## config.mk

```make
export PLATFORM = sky130hd
export DESIGN_NAME = cam_controller_flat
export DESIGN_NICKNAME = d
export VERILOG_FILES = /design/src/rtl/cam_controller_if.sv /design/src/rtl/cam_controller.sv /design/src/flat_wrapper.sv
export SDC_FILE = /design/constraint.sdc
export NUM_CORES = 1
export LEC_CHECK = 0
export BUFFER_PORTS_ARGS = -buffer_cell sky130_fd_sc_hd__buf_2
export CORE_UTILIZATION = 53
export DETAILED_ROUTE_END_ITERATION = 8
export PLACE_DENSITY = 0.95
export SETUP_SLACK_MARGIN = 0.3
export SYNTH_ARGS = -nofsm -noshare
export SYNTH_HDL_FRONTEND = slang
export SYNTH_SLANG_ARGS = --single-unit
export TNS_END_PERCENT = 30
```

## constraint.sdc

```tcl
create_clock -name clk_i -period 3.1 [get_ports clk_i]
set_input_delay 0.31 -clock clk_i [delete_from_list [all_inputs] [get_ports clk_i]]
set_output_delay 0.31 -clock clk_i [all_outputs]
set_load 0.02 [all_outputs]
```

## src/rtl/cam_controller_if.sv

```systemverilog
// ---------------------------------------------------------------------------
// cam_controller_if
//  Request/response handshake bundle between a client and cam_controller.
//  Signal names keep the controller-side _i/_o suffixes so they trace
//  directly to the original port list.
//
//  Request  : req_valid_i, req_ready_o, req_op_i, req_index_i, req_data_i
//  Response : resp_valid_o, resp_ready_i, resp_hit_o, resp_index_o, resp_data_o
//
//  Modports:
//    master - the client issuing requests and consuming responses
//    slave  - the controller
// ---------------------------------------------------------------------------
interface cam_controller_if #(
  parameter int unsigned DATA_WIDTH = 32,
  parameter int unsigned ADDR_WIDTH = 5
);
  logic                  req_valid_i;
  logic                  req_ready_o;
  logic [1:0]            req_op_i;
  logic [ADDR_WIDTH-1:0] req_index_i;
  logic [DATA_WIDTH-1:0] req_data_i;

  logic                  resp_valid_o;
  logic                  resp_ready_i;
  logic                  resp_hit_o;
  logic [ADDR_WIDTH-1:0] resp_index_o;
  logic [DATA_WIDTH-1:0] resp_data_o;

  modport master (
    output req_valid_i, req_op_i, req_index_i, req_data_i, resp_ready_i,
    input  req_ready_o, resp_valid_o, resp_hit_o, resp_index_o, resp_data_o
  );

  modport slave (
    input  req_valid_i, req_op_i, req_index_i, req_data_i, resp_ready_i,
    output req_ready_o, resp_valid_o, resp_hit_o, resp_index_o, resp_data_o
  );
endinterface

```

## src/rtl/cam_controller.sv

```systemverilog
// ---------------------------------------------------------------------------
// cam_controller
//  Sequences a DEPTH x DATA_WIDTH CAM array. One operation (read, write,
//  search, invalidate) is accepted per request handshake, the matching CAM
//  strobe is driven for exactly one cycle, the result is captured after
//  CAM_LATENCY cycles and returned as a held response. The controller owns
//  the per-entry valid bits and priority-encodes qualified search matches.
//
//  Ports:
//    clk_i, reset_i      clock, synchronous active-high reset
//    bus (slave)         request/response handshake (cam_controller_if)
//    cam_read_o/_write_o/_search_o   one-cycle CAM strobes
//    cam_read_index_o, cam_write_index_o, cam_write_data_o, cam_search_data_o
//                        strobe qualifiers, forced to 0 while the strobe is low
//    cam_data_i          CAM read data, valid CAM_LATENCY cycles after strobe
//    cam_match_i         raw CAM match vector, bit n = entry n
//
//  Optional feature macro: CAM_CTRL_STATS_EN
//    Adds stat_hits_o / stat_misses_o, saturating 16-bit counts of search
//    responses (counted at the response handshake).
// ---------------------------------------------------------------------------
module cam_controller #(
  parameter int unsigned DATA_WIDTH  = 32,
  parameter int unsigned ADDR_WIDTH  = 5,
  parameter int unsigned DEPTH       = 1 << ADDR_WIDTH,
  parameter int unsigned CAM_LATENCY = 1
) (
  input  logic                  clk_i,
  input  logic                  reset_i,
  cam_controller_if.slave       bus,
  output logic                  cam_read_o,
  output logic                  cam_write_o,
  output logic                  cam_search_o,
  output logic [ADDR_WIDTH-1:0] cam_read_index_o,
  output logic [ADDR_WIDTH-1:0] cam_write_index_o,
  output logic [DATA_WIDTH-1:0] cam_write_data_o,
  output logic [DATA_WIDTH-1:0] cam_search_data_o,
  input  logic [DATA_WIDTH-1:0] cam_data_i,
  input  logic [DEPTH-1:0]      cam_match_i
`ifdef CAM_CTRL_STATS_EN
  ,
  output logic [15:0]           stat_hits_o,
  output logic [15:0]           stat_misses_o
`endif
);

  localparam int unsigned CNT_W = $clog2(CAM_LATENCY + 1);

  typedef enum logic [1:0] {
    S_IDLE,
    S_ISSUE,
    S_WAIT,
    S_RESP
  } state_e;

  typedef enum logic [1:0] {
    OP_READ   = 2'b00,
    OP_WRITE  = 2'b01,
    OP_SEARCH = 2'b10,
    OP_INVAL  = 2'b11
  } op_e;

  state_e                state_q, state_d;
  op_e                   op_q, op_d;
  logic [ADDR_WIDTH-1:0] index_q, index_d;
  logic [DATA_WIDTH-1:0] data_q, data_d;
  logic [DEPTH-1:0]      valid_q, valid_d;
  logic [CNT_W-1:0]      cnt_q, cnt_d;
  logic                  resp_hit_q, resp_hit_d;
  logic [ADDR_WIDTH-1:0] resp_index_q, resp_index_d;
  logic [DATA_WIDTH-1:0] resp_data_q, resp_data_d;

  // Search qualification and lowest-index priority encoder
  logic [DEPTH-1:0]      qualified;
  logic                  match_any;
  logic [ADDR_WIDTH-1:0] match_idx;

  always_comb begin
    qualified = cam_match_i & valid_q;
    match_any = |qualified;
    match_idx = '0;
    // Scan downward so the lowest set bit is the last one written
    for (int unsigned i = DEPTH; i > 0; i--) begin
      if (qualified[i-1]) match_idx = ADDR_WIDTH'(i - 1);
    end
  end

  // Next-state, datapath and CAM strobe decode
  always_comb begin
    state_d      = state_q;
    op_d         = op_q;
    index_d      = index_q;
    data_d       = data_q;
    valid_d      = valid_q;
    cnt_d        = cnt_q;
    resp_hit_d   = resp_hit_q;
    resp_index_d = resp_index_q;
    resp_data_d  = resp_data_q;
    cam_read_o   = 1'b0;
    cam_write_o  = 1'b0;
    cam_search_o = 1'b0;

    unique case (state_q)
      S_IDLE: begin
        if (bus.req_valid_i) begin
          op_d    = op_e'(bus.req_op_i);
          index_d = bus.req_index_i;
          data_d  = bus.req_data_i;
          state_d = S_ISSUE;
        end
      end

      S_ISSUE: begin
        unique case (op_q)
          OP_WRITE: begin
            cam_write_o      = 1'b1;
            valid_d[index_q] = 1'b1;
            resp_hit_d       = 1'b1;
            resp_index_d     = index_q;
            resp_data_d      = '0;
            state_d          = S_RESP;
          end
          OP_INVAL: begin
            valid_d[index_q] = 1'b0;
            resp_hit_d       = 1'b1;
            resp_index_d     = index_q;
            resp_data_d      = '0;
            state_d          = S_RESP;
          end
          OP_READ: begin
            cam_read_o = 1'b1;
            cnt_d      = CNT_W'(CAM_LATENCY);
            state_d    = S_WAIT;
          end
          OP_SEARCH: begin
            cam_search_o = 1'b1;
            cnt_d        = CNT_W'(CAM_LATENCY);
            state_d      = S_WAIT;
          end
        endcase
      end

      S_WAIT: begin
        cnt_d = cnt_q - CNT_W'(1);
        // Counter leaves WAIT on its final count so the sample lands exactly
        // CAM_LATENCY cycles after the strobe cycle.
        if (cnt_q == CNT_W'(1)) begin
          if (op_q == OP_SEARCH) begin
            resp_hit_d   = match_any;
            resp_index_d = match_idx;
            resp_data_d  = '0;
          end else begin
            resp_hit_d   = valid_q[index_q];
            resp_index_d = index_q;
            resp_data_d  = cam_data_i;
          end
          state_d = S_RESP;
        end
      end

      S_RESP: begin
        if (bus.resp_ready_i) state_d = S_IDLE;
      end
    endcase

    cam_read_index_o  = cam_read_o   ? index_q : '0;
    cam_write_index_o = cam_write_o  ? index_q : '0;
    cam_write_data_o  = cam_write_o  ? data_q  : '0;
    cam_search_data_o = cam_search_o ? data_q  : '0;
  end

  assign bus.req_ready_o  = (state_q == S_IDLE);
  assign bus.resp_valid_o = (state_q == S_RESP);
  assign bus.resp_hit_o   = resp_hit_q;
  assign bus.resp_index_o = resp_index_q;
  assign bus.resp_data_o  = resp_data_q;

  always_ff @(posedge clk_i) begin
    if (reset_i) begin
      state_q      <= S_IDLE;
      op_q         <= OP_READ;
      index_q      <= '0;
      data_q       <= '0;
      valid_q      <= '0;
      cnt_q        <= '0;
      resp_hit_q   <= 1'b0;
      resp_index_q <= '0;
      resp_data_q  <= '0;
    end else begin
      state_q      <= state_d;
      op_q         <= op_d;
      index_q      <= index_d;
      data_q       <= data_d;
      valid_q      <= valid_d;
      cnt_q        <= cnt_d;
      resp_hit_q   <= resp_hit_d;
      resp_index_q <= resp_index_d;
      resp_data_q  <= resp_data_d;
    end
  end

`ifdef CAM_CTRL_STATS_EN
  logic [15:0] hits_q, hits_d;
  logic [15:0] misses_q, misses_d;

  always_comb begin
    hits_d   = hits_q;
    misses_d = misses_q;
    if (state_q == S_RESP && bus.resp_ready_i && op_q == OP_SEARCH) begin
      if (resp_hit_q) begin
        if (hits_q != '1) hits_d = hits_q + 16'd1;
      end else begin
        if (misses_q != '1) misses_d = misses_q + 16'd1;
      end
    end
  end

  always_ff @(posedge clk_i) begin
    if (reset_i) begin
      hits_q   <= '0;
      misses_q <= '0;
    end else begin
      hits_q   <= hits_d;
      misses_q <= misses_d;
    end
  end

  assign stat_hits_o   = hits_q;
  assign stat_misses_o = misses_q;
`endif

endmodule
```

## src/flat_wrapper.sv

```systemverilog
// flat-port wrapper written by rule: the top's interface ports become plain ports
module cam_controller_flat 
#(
  parameter int unsigned DATA_WIDTH  = 32,
  parameter int unsigned ADDR_WIDTH  = 5,
  parameter int unsigned DEPTH       = 1 << ADDR_WIDTH,
  parameter int unsigned CAM_LATENCY = 1
)
  (clk_i, reset_i, cam_read_o, cam_write_o, cam_search_o, cam_read_index_o, cam_write_index_o, cam_write_data_o, cam_search_data_o, cam_data_i, cam_match_i, bus_req_valid_i, bus_req_op_i, bus_req_index_i, bus_req_data_i, bus_resp_ready_i, bus_req_ready_o, bus_resp_valid_o, bus_resp_hit_o, bus_resp_index_o, bus_resp_data_o);
  cam_controller_if #(.DATA_WIDTH(DATA_WIDTH), .ADDR_WIDTH(ADDR_WIDTH)) bus_i ();
  input  logic clk_i;
  input  logic reset_i;
  output logic cam_read_o;
  output logic cam_write_o;
  output logic cam_search_o;
  output logic [ADDR_WIDTH-1:0] cam_read_index_o;
  output logic [ADDR_WIDTH-1:0] cam_write_index_o;
  output logic [DATA_WIDTH-1:0] cam_write_data_o;
  output logic [DATA_WIDTH-1:0] cam_search_data_o;
  input  logic [DATA_WIDTH-1:0] cam_data_i;
  input  logic [DEPTH-1:0] cam_match_i;
  input wire logic [$bits(bus_i.req_valid_i)-1:0] bus_req_valid_i;
  input wire logic [$bits(bus_i.req_op_i)-1:0] bus_req_op_i;
  input wire logic [$bits(bus_i.req_index_i)-1:0] bus_req_index_i;
  input wire logic [$bits(bus_i.req_data_i)-1:0] bus_req_data_i;
  input wire logic [$bits(bus_i.resp_ready_i)-1:0] bus_resp_ready_i;
  output wire logic [$bits(bus_i.req_ready_o)-1:0] bus_req_ready_o;
  output wire logic [$bits(bus_i.resp_valid_o)-1:0] bus_resp_valid_o;
  output wire logic [$bits(bus_i.resp_hit_o)-1:0] bus_resp_hit_o;
  output wire logic [$bits(bus_i.resp_index_o)-1:0] bus_resp_index_o;
  output wire logic [$bits(bus_i.resp_data_o)-1:0] bus_resp_data_o;
  assign bus_i.req_valid_i = bus_req_valid_i;
  assign bus_i.req_op_i = bus_req_op_i;
  assign bus_i.req_index_i = bus_req_index_i;
  assign bus_i.req_data_i = bus_req_data_i;
  assign bus_i.resp_ready_i = bus_resp_ready_i;
  assign bus_req_ready_o = bus_i.req_ready_o;
  assign bus_resp_valid_o = bus_i.resp_valid_o;
  assign bus_resp_hit_o = bus_i.resp_hit_o;
  assign bus_resp_index_o = bus_i.resp_index_o;
  assign bus_resp_data_o = bus_i.resp_data_o;
  cam_controller #(.DATA_WIDTH(DATA_WIDTH), .ADDR_WIDTH(ADDR_WIDTH), .DEPTH(DEPTH), .CAM_LATENCY(CAM_LATENCY)) u_core (.clk_i(clk_i), .reset_i(reset_i), .bus(bus_i), .cam_read_o(cam_read_o), .cam_write_o(cam_write_o), .cam_search_o(cam_search_o), .cam_read_index_o(cam_read_index_o), .cam_write_index_o(cam_write_index_o), .cam_write_data_o(cam_write_data_o), .cam_search_data_o(cam_search_data_o), .cam_data_i(cam_data_i), .cam_match_i(cam_match_i));
endmodule
```

==> results of run 1 <==
[path summary, 6_finish.rpt]
path	from	end	slack [ps]	depth (start not counted)
hold / removal	bus_req_data_i[6]	u_core.data_q[6]	160	3
setup / recovery	u_core.state_q[1]	cam_write_index_o[4]	590	7
setup reg to reg	u_core.index_q[0]	u_core.bus.resp_hit_o	800	5
hold reg to reg	u_core.bus.resp_data_o[24]	u_core.bus.resp_data_o[24]	450	2
[critical path: cells and delay by family, from the launching register on]
kind / cells / cell delay [ps]
adders and majority gates: 1 / 310
buffers and inverters: 3 / 500
and+or+nand+nor: 3 / 650
DFF: 1 / 360
[layer usage]
metal	vias to the layer above	global-route usage (%)	routed length (microns)
met5	-	0	0
met4	0	14.39	604
met3	50	7.297	1777
met2	341	54.37	8643
met1	2845	35.63	6669
li1	2973	-	-
[metrics by stage]
stage	power, uW	utilization, %	hold slack, ps	instance area, sq um	worst slack [ps]
2_1_floorplan	2733	-	438.5	5674	1153
3_3_place_gp	3156	66.10	435.2	6854	989.4
3_5_place_dp	3186	66.10	440.3	6854	918.2
4_1_cts	4118	68.21	143.8	7073	572.7
5_1_grt	4337	68.21	143.9	7073	467.5
6_report	4124	68.21	157.1	7073	594.7
[kinds of logic after synthesis]
| logic type | Yosys count | share of synthesized area, % |
|---|---|---|
| AOI/OAI and AO/OA | 174 | 19.34 |
| adders and majority gates | 4 | 0.8821 |
| buffers and inverters | 62 | 4.410 |
| DFF | 112 | 39.51 |
| muxes | 16 | 3.771 |
| and+or+nand+nor | 375 | 32.08 |
[cells in the final DEF, fill, tap and decap left out, types with 9 or more instances in the layout]
master / count
a22oi_1: 12
mux2i_1: 9
and2_1: 79
dfxtp_1: 112
nor2_1: 46
o21ai_0: 12
nand2_1: 159
nand3_1: 40
buf_2: 222
a21oi_1: 95
nor3_1: 17
a311oi_1: 14
buf_4: 16
clkbuf_8: 9
[area by class of cell]
cell class,count,area [sq um],share of cell area (%)
Clock buffer,9,123.9,1.751
Clock inverter,7,95.09,1.344
Inverter,6,22.52,0.3184
Multi-Input combinational cell,569,3188,45.07
Sequential cell,112,2242,31.70
Tap cell,136,170.2,2.406
Timing Repair Buffer,238,1231,17.41
[where the power goes]
group	internal (uW)	leakage (uW)	switching [uW]
Sequential	1600	0.000910	175
Combinational	449	0.00205	955
Clock	400	0.000111	544
Total	2450	0.00307	1670
==> results.md, run 1 <==
- First-pass GRT wire length: 27610 microns
- Slew @ Worst Pin: 857.9 ps
- TritonCTS clock tree: yes
- Total Routing Usage GR: 31.04%
- List of most frequent post-synthesis cells: nand2_1, dfxtp_1, a21oi_1
- Arrival time worst endpoint: 2200 ps
- Vias in the first global route: 5831
- Slowest cell on crit path: dfxtp_1
- Vias: 6209
- Initial cell density of the core: 54.72%
- Final hold vios: 0
- Die Span Y: 105.5 microns
- Peak supply drop: 0.4574 mV
- Number of CTS-inserted buffers: 9
- Pwr dens: 583.1 nW/um^2
- Syn. warnings: 0
- H-tree depth: 3
- Minimum clock period: 2505 ps
- Core area: 10370 sq um
- Initial antenna violation count: 0
- Synthesized flop and latch total: 112
- Worst path required time: 2790 ps
- Final worst path period share: 80.82%
- RePlAce Congestion: 0.9761
- Share of cells above drive strength 1: 29.33%
- Worst hold path type: in2reg
- CTS Buffer Depth: 2
- Hold buffer count at CTS: 0
- Top cells by area, synth: dfxtp_1, nand2_1, and2_1, a21oi_1, nand3_1
- Worst Skew: 12.45 ps
- Residual DRC: 0
- Fin nets: 1047
- Worst-path clk slew: 120 ps
- Area Growth Syn to Fin: 24.65%
- Most frequent cell after synthesis: nand2_1
- Type of the worst setup path: reg2out
- Post-synth EDFFs: 0
- Ys flop type: dfxtp_1
- Area leader, netlist: dfxtp_1
- Cells along the critical path: inv_1 -> ha_1 -> nand2_1 -> nor2_2 -> buf_4 -> and2_1 -> buf_2
- Max_cap viols: 0
- Top Ports: 224
- Placed insts: 1061
- Root Driver: clkbuf_8
- Post-synth ARST share: 0%
- Sequential area share after synthesis: 39.51%
- Die Area: 11120 sq um
- PortBufs: 223
- Die width: 105.5 microns
- Syn_nets: 854
- Ant. Diodes: 0
- Total gr overflow: 0
- CP Capture Type: output port
- Fin cells: 1077
- Yosys top cell area share: 39.51%
- Clock sinks: 112
- Startpoint types: flip-flop
- Slew Limit Fails: 0
- Wire length per cell: 16.43 microns
- 1st-pass router iterations: 5
- Fill cells: 851
- Setup violators final: 0
- Run status: finished clean
- DRT antenna net count: 0
- Via/cell ratio: 5.765
- DRT iter0 DRCs: 578
- Syn Area/Cell: 7.637 sq um
- Post-synth cell types: 53
- Post-CTS sizing: 0
- Post-CTS Setup Repair Bufs: 0
- CP max FO: 21
- Unrepaired setup endpoints after global routing: no
- Final HPWL DP: 13030 microns
- DRT Wirelength: 17690 microns
- Setup Total Neg Slack: 0 ps
- P_leak: 0.003072 uW
- Worst-Skew Late Latency: 380 ps
- Largest stage delay on the critical path: 360 ps
- Cells after synthesis: 743
- Fmax: 0.3991 GHz
- Synth Cell Area: 5674 sq um
- Slew HR: 42.73%
- Pin count of the biggest net entering global routing: 71
- FP Rows: 37
Note: power is estimated with default switching activity, not from simulation.
==> run 2, diff against run 1 <==
--- a/config.mk
+++ b/config.mk
@@ -6,9 +6,9 @@
 export NUM_CORES = 1
 export LEC_CHECK = 0
 export BUFFER_PORTS_ARGS = -buffer_cell sky130_fd_sc_hd__buf_2
-export CORE_UTILIZATION = 53
+export CORE_UTILIZATION = 44
 export DETAILED_ROUTE_END_ITERATION = 8
-export PLACE_DENSITY = 0.95
+export PLACE_DENSITY = 0.88
 export SETUP_SLACK_MARGIN = 0.3
 export SYNTH_ARGS = -nofsm -noshare
 export SYNTH_HDL_FRONTEND = slang
==> constraint.sdc (replaced) <==
create_clock -name clk_i -period 2.16 [get_ports clk_i]
set_input_delay 0.216 -clock clk_i [delete_from_list [all_inputs] [get_ports clk_i]]
set_output_delay 0.216 -clock clk_i [all_outputs]
set_load 0.02 [all_outputs]
==> run 2 against run 1 <==
  * Sequential power rose by 42%
  * Clock power rose by 81%
  * Critical path depth rose by 1
  * Cell area increased by 11%
  * Clock-buffer cell count grew 1
  * Final cell count increased by 6.1%
  * Die area rose by 20%
  * Largest power group unchanged
  * Sequential share of layout area is 3.1 points lower
  * Wire length increased by 7.0%
  * First-iteration DRC count down 9.7%
  * Largest cell class unchanged
==> results.md, run 2 (synthesis gave the netlist of run 1 again) <==
- Number of CTS-inserted buffers: 9
- Commonest cells after routing, fill and taps aside: buf_2, nand2_1, dfxtp_1
- Fill cells: 1121
- Fin nets: 1077
- Run status: finished clean
- Setup Total Neg Slack: 0 ps
- Pwr dens: 859.6 nW/um^2
- CTS Buffer Depth: 2
- Fmax: 0.5163 GHz
- RePlAce Congestion: 0.9451
- TritonCTS clock tree: yes
- DRT iter0 DRCs: 522
- Share of total power in combinational logic: 37.4%
- Unrepaired setup endpoints after global routing: yes
- Root Driver: clkbuf_16
- H-tree depth: 3
- Area Growth Syn to Fin: 38.68%
- Initial cell density of the core: 44.96%
- Vias: 6324
- Wire length per cell: 16.57 microns
- CP max FO: 9
- Setup violators final: 0
- Clock Power Share: 25.2%
- Residual DRC: 0
- Worst hold path type: in2reg
- Minimum clock period: 1937 ps
- Design Power: 6764 uW
- Pin count of the biggest net entering global routing: 51
- Clock sinks: 112
- Total gr overflow: 0
- Worst-path clk slew: 70 ps
- Arrival time worst endpoint: 1720 ps
- Via/cell ratio: 5.533
- Initial antenna violation count: 0
- Die Span Y: 115.6 microns
- Sequential group share of total power: 37.4%
- Hold buffer count at CTS: 0
- Vias in the first global route: 5502
- Commonest non-fill, non-tap cell in the layout: buf_2
- Largest stage delay on the critical path: 340 ps
- PortBufs: 223
- R2r worst-path depth: 8
- Slew @ Worst Pin: 557.6 ps
- DRT Wirelength: 18940 microns
- Startpoint types: flip-flop
- Final worst path period share: 89.67%
- Max_cap viols: 0
- First-pass GRT wire length: 27100 microns
- Top Ports: 224
- CP Capture Type: output port
- Die Area: 13350 sq um
- Slowest cell on crit path: dfxtp_2
- Core area: 12620 sq um
- Worst path required time: 1940 ps
- 1st-pass router iterations: 7
- Final HPWL DP: 12790 microns
- Peak supply drop: 0.6904 mV
- Total Routing Usage GR: 26.25%
- Slew Limit Fails: 0
- Share of cells above drive strength 1: 33.99%
- Die width: 115.6 microns
- Final hold vios: 0
- Worst-Skew Late Latency: 350 ps
- Worst Skew: 11.08 ps
- Type of the worst setup path: reg2out
- Cells along the critical path: inv_2 -> ha_4 -> nand2_8 -> nor2_4 -> buf_6 -> clkbuf_16 -> and2_1 -> buf_2
- NetSw: 2586 uW
- Hold path cells: 3
- Ant. Diodes: 0
- P_leak: 0.003332 uW
- DRT antenna net count: 0
- Internal: 4178 uW
- Sw Share: 38.23%
- Slew HR: 62.82%
- FP Rows: 41
-- run 2: cell types whose count changed in the layout (fill, tap and decap cells not counted), moves of 12 or more --
cell       delta
and2_1       -12
and2_4       +12
buf_2        -45
buf_4        +45
buf_6        +21
clkbuf_16    +12
-- run 2: worst max-delay path: cells and delay by family, from the launching register on --
| kind | cells | cell delay, ps |
|---|---|---|
| and+or+nand+nor | 3 | 300 |
| buffers and inverters | 4 | 530 |
| DFF | 1 | 340 |
| adders and majority gates | 1 | 190 |
-- run 2: metrics by stage --
stage / cell area (sq um) / hold WS (ps) / utilization (%) / setup slack [ps] / cells
2_1_floorplan: 5674 / 352.0 / - / 306.6 / 743
3_5_place_dp: 7057 / 439.7 / 55.92 / 158.0 / 1113
5_1_grt: 7869 / 80.24 / 62.35 / 146.6 / 1143
3_3_place_gp: 7057 / 435.1 / 55.92 / 231.7 / 1113
6_report: 7869 / 84.75 / 62.35 / 223.1 / 1143
4_1_cts: 7537 / 79.34 / 59.73 / 201.6 / 1136
-- run 2: layout make-up --
class,count,area [sq um],area share (%)
inverter,6,22.52,0.2862
multi-input combinational,569,3294,41.87
sequential,112,2251,28.61
clock buffer,10,229.0,2.910
tap,172,215.2,2.735
clock inverter,6,73.82,0.9381
timing repair buffer,268,1783,22.66
-- run 2: power groups by stage --
stage               logic [uW]  registers (uW)  clock network, uW
floorplan                 1390            2540                  0
global placement          2200            2550                  0
detailed placement        2240            2550                  0
CTS                       2350            2520               1750
global route              2740            2550               1830
finish                    2530            2530               1710
-- run 2: per-layer routing --
metal	part of all wire (%)	global-route usage, %	wire, microns	up-vias
li1	-	-	-	3028
met1	39	31.38	7369	2897
met2	49	44.31	9212	363
met3	10	8.159	1905	36
met4	2.4	9.524	453	0
met5	0	0	0	-
-- run 2: path summary, 6_finish.rpt --
check	from	slack (ps)	end
setup reg to reg	u_core.state_q[0]	280	u_core.bus.resp_index_o[4]
hold reg to reg	u_core.bus.resp_data_o[31]	450	u_core.bus.resp_data_o[31]
setup / recovery	u_core.state_q[1]	220	cam_write_data_o[9]
hold / removal	bus_req_op_i[1]	80	u_core.op_q[1]
-- run 2: what timing repair did --
| item | 4_1_cts | 5_1_grt |
|---|---|---|
| pin swaps | 1 | 4 |
| endpoints found under the setup margin | 116 | 128 |
| gates cloned | 1 | 3 |
| gates resized for setup | 35 | 72 |
| setup buffers | 6 | 4 |
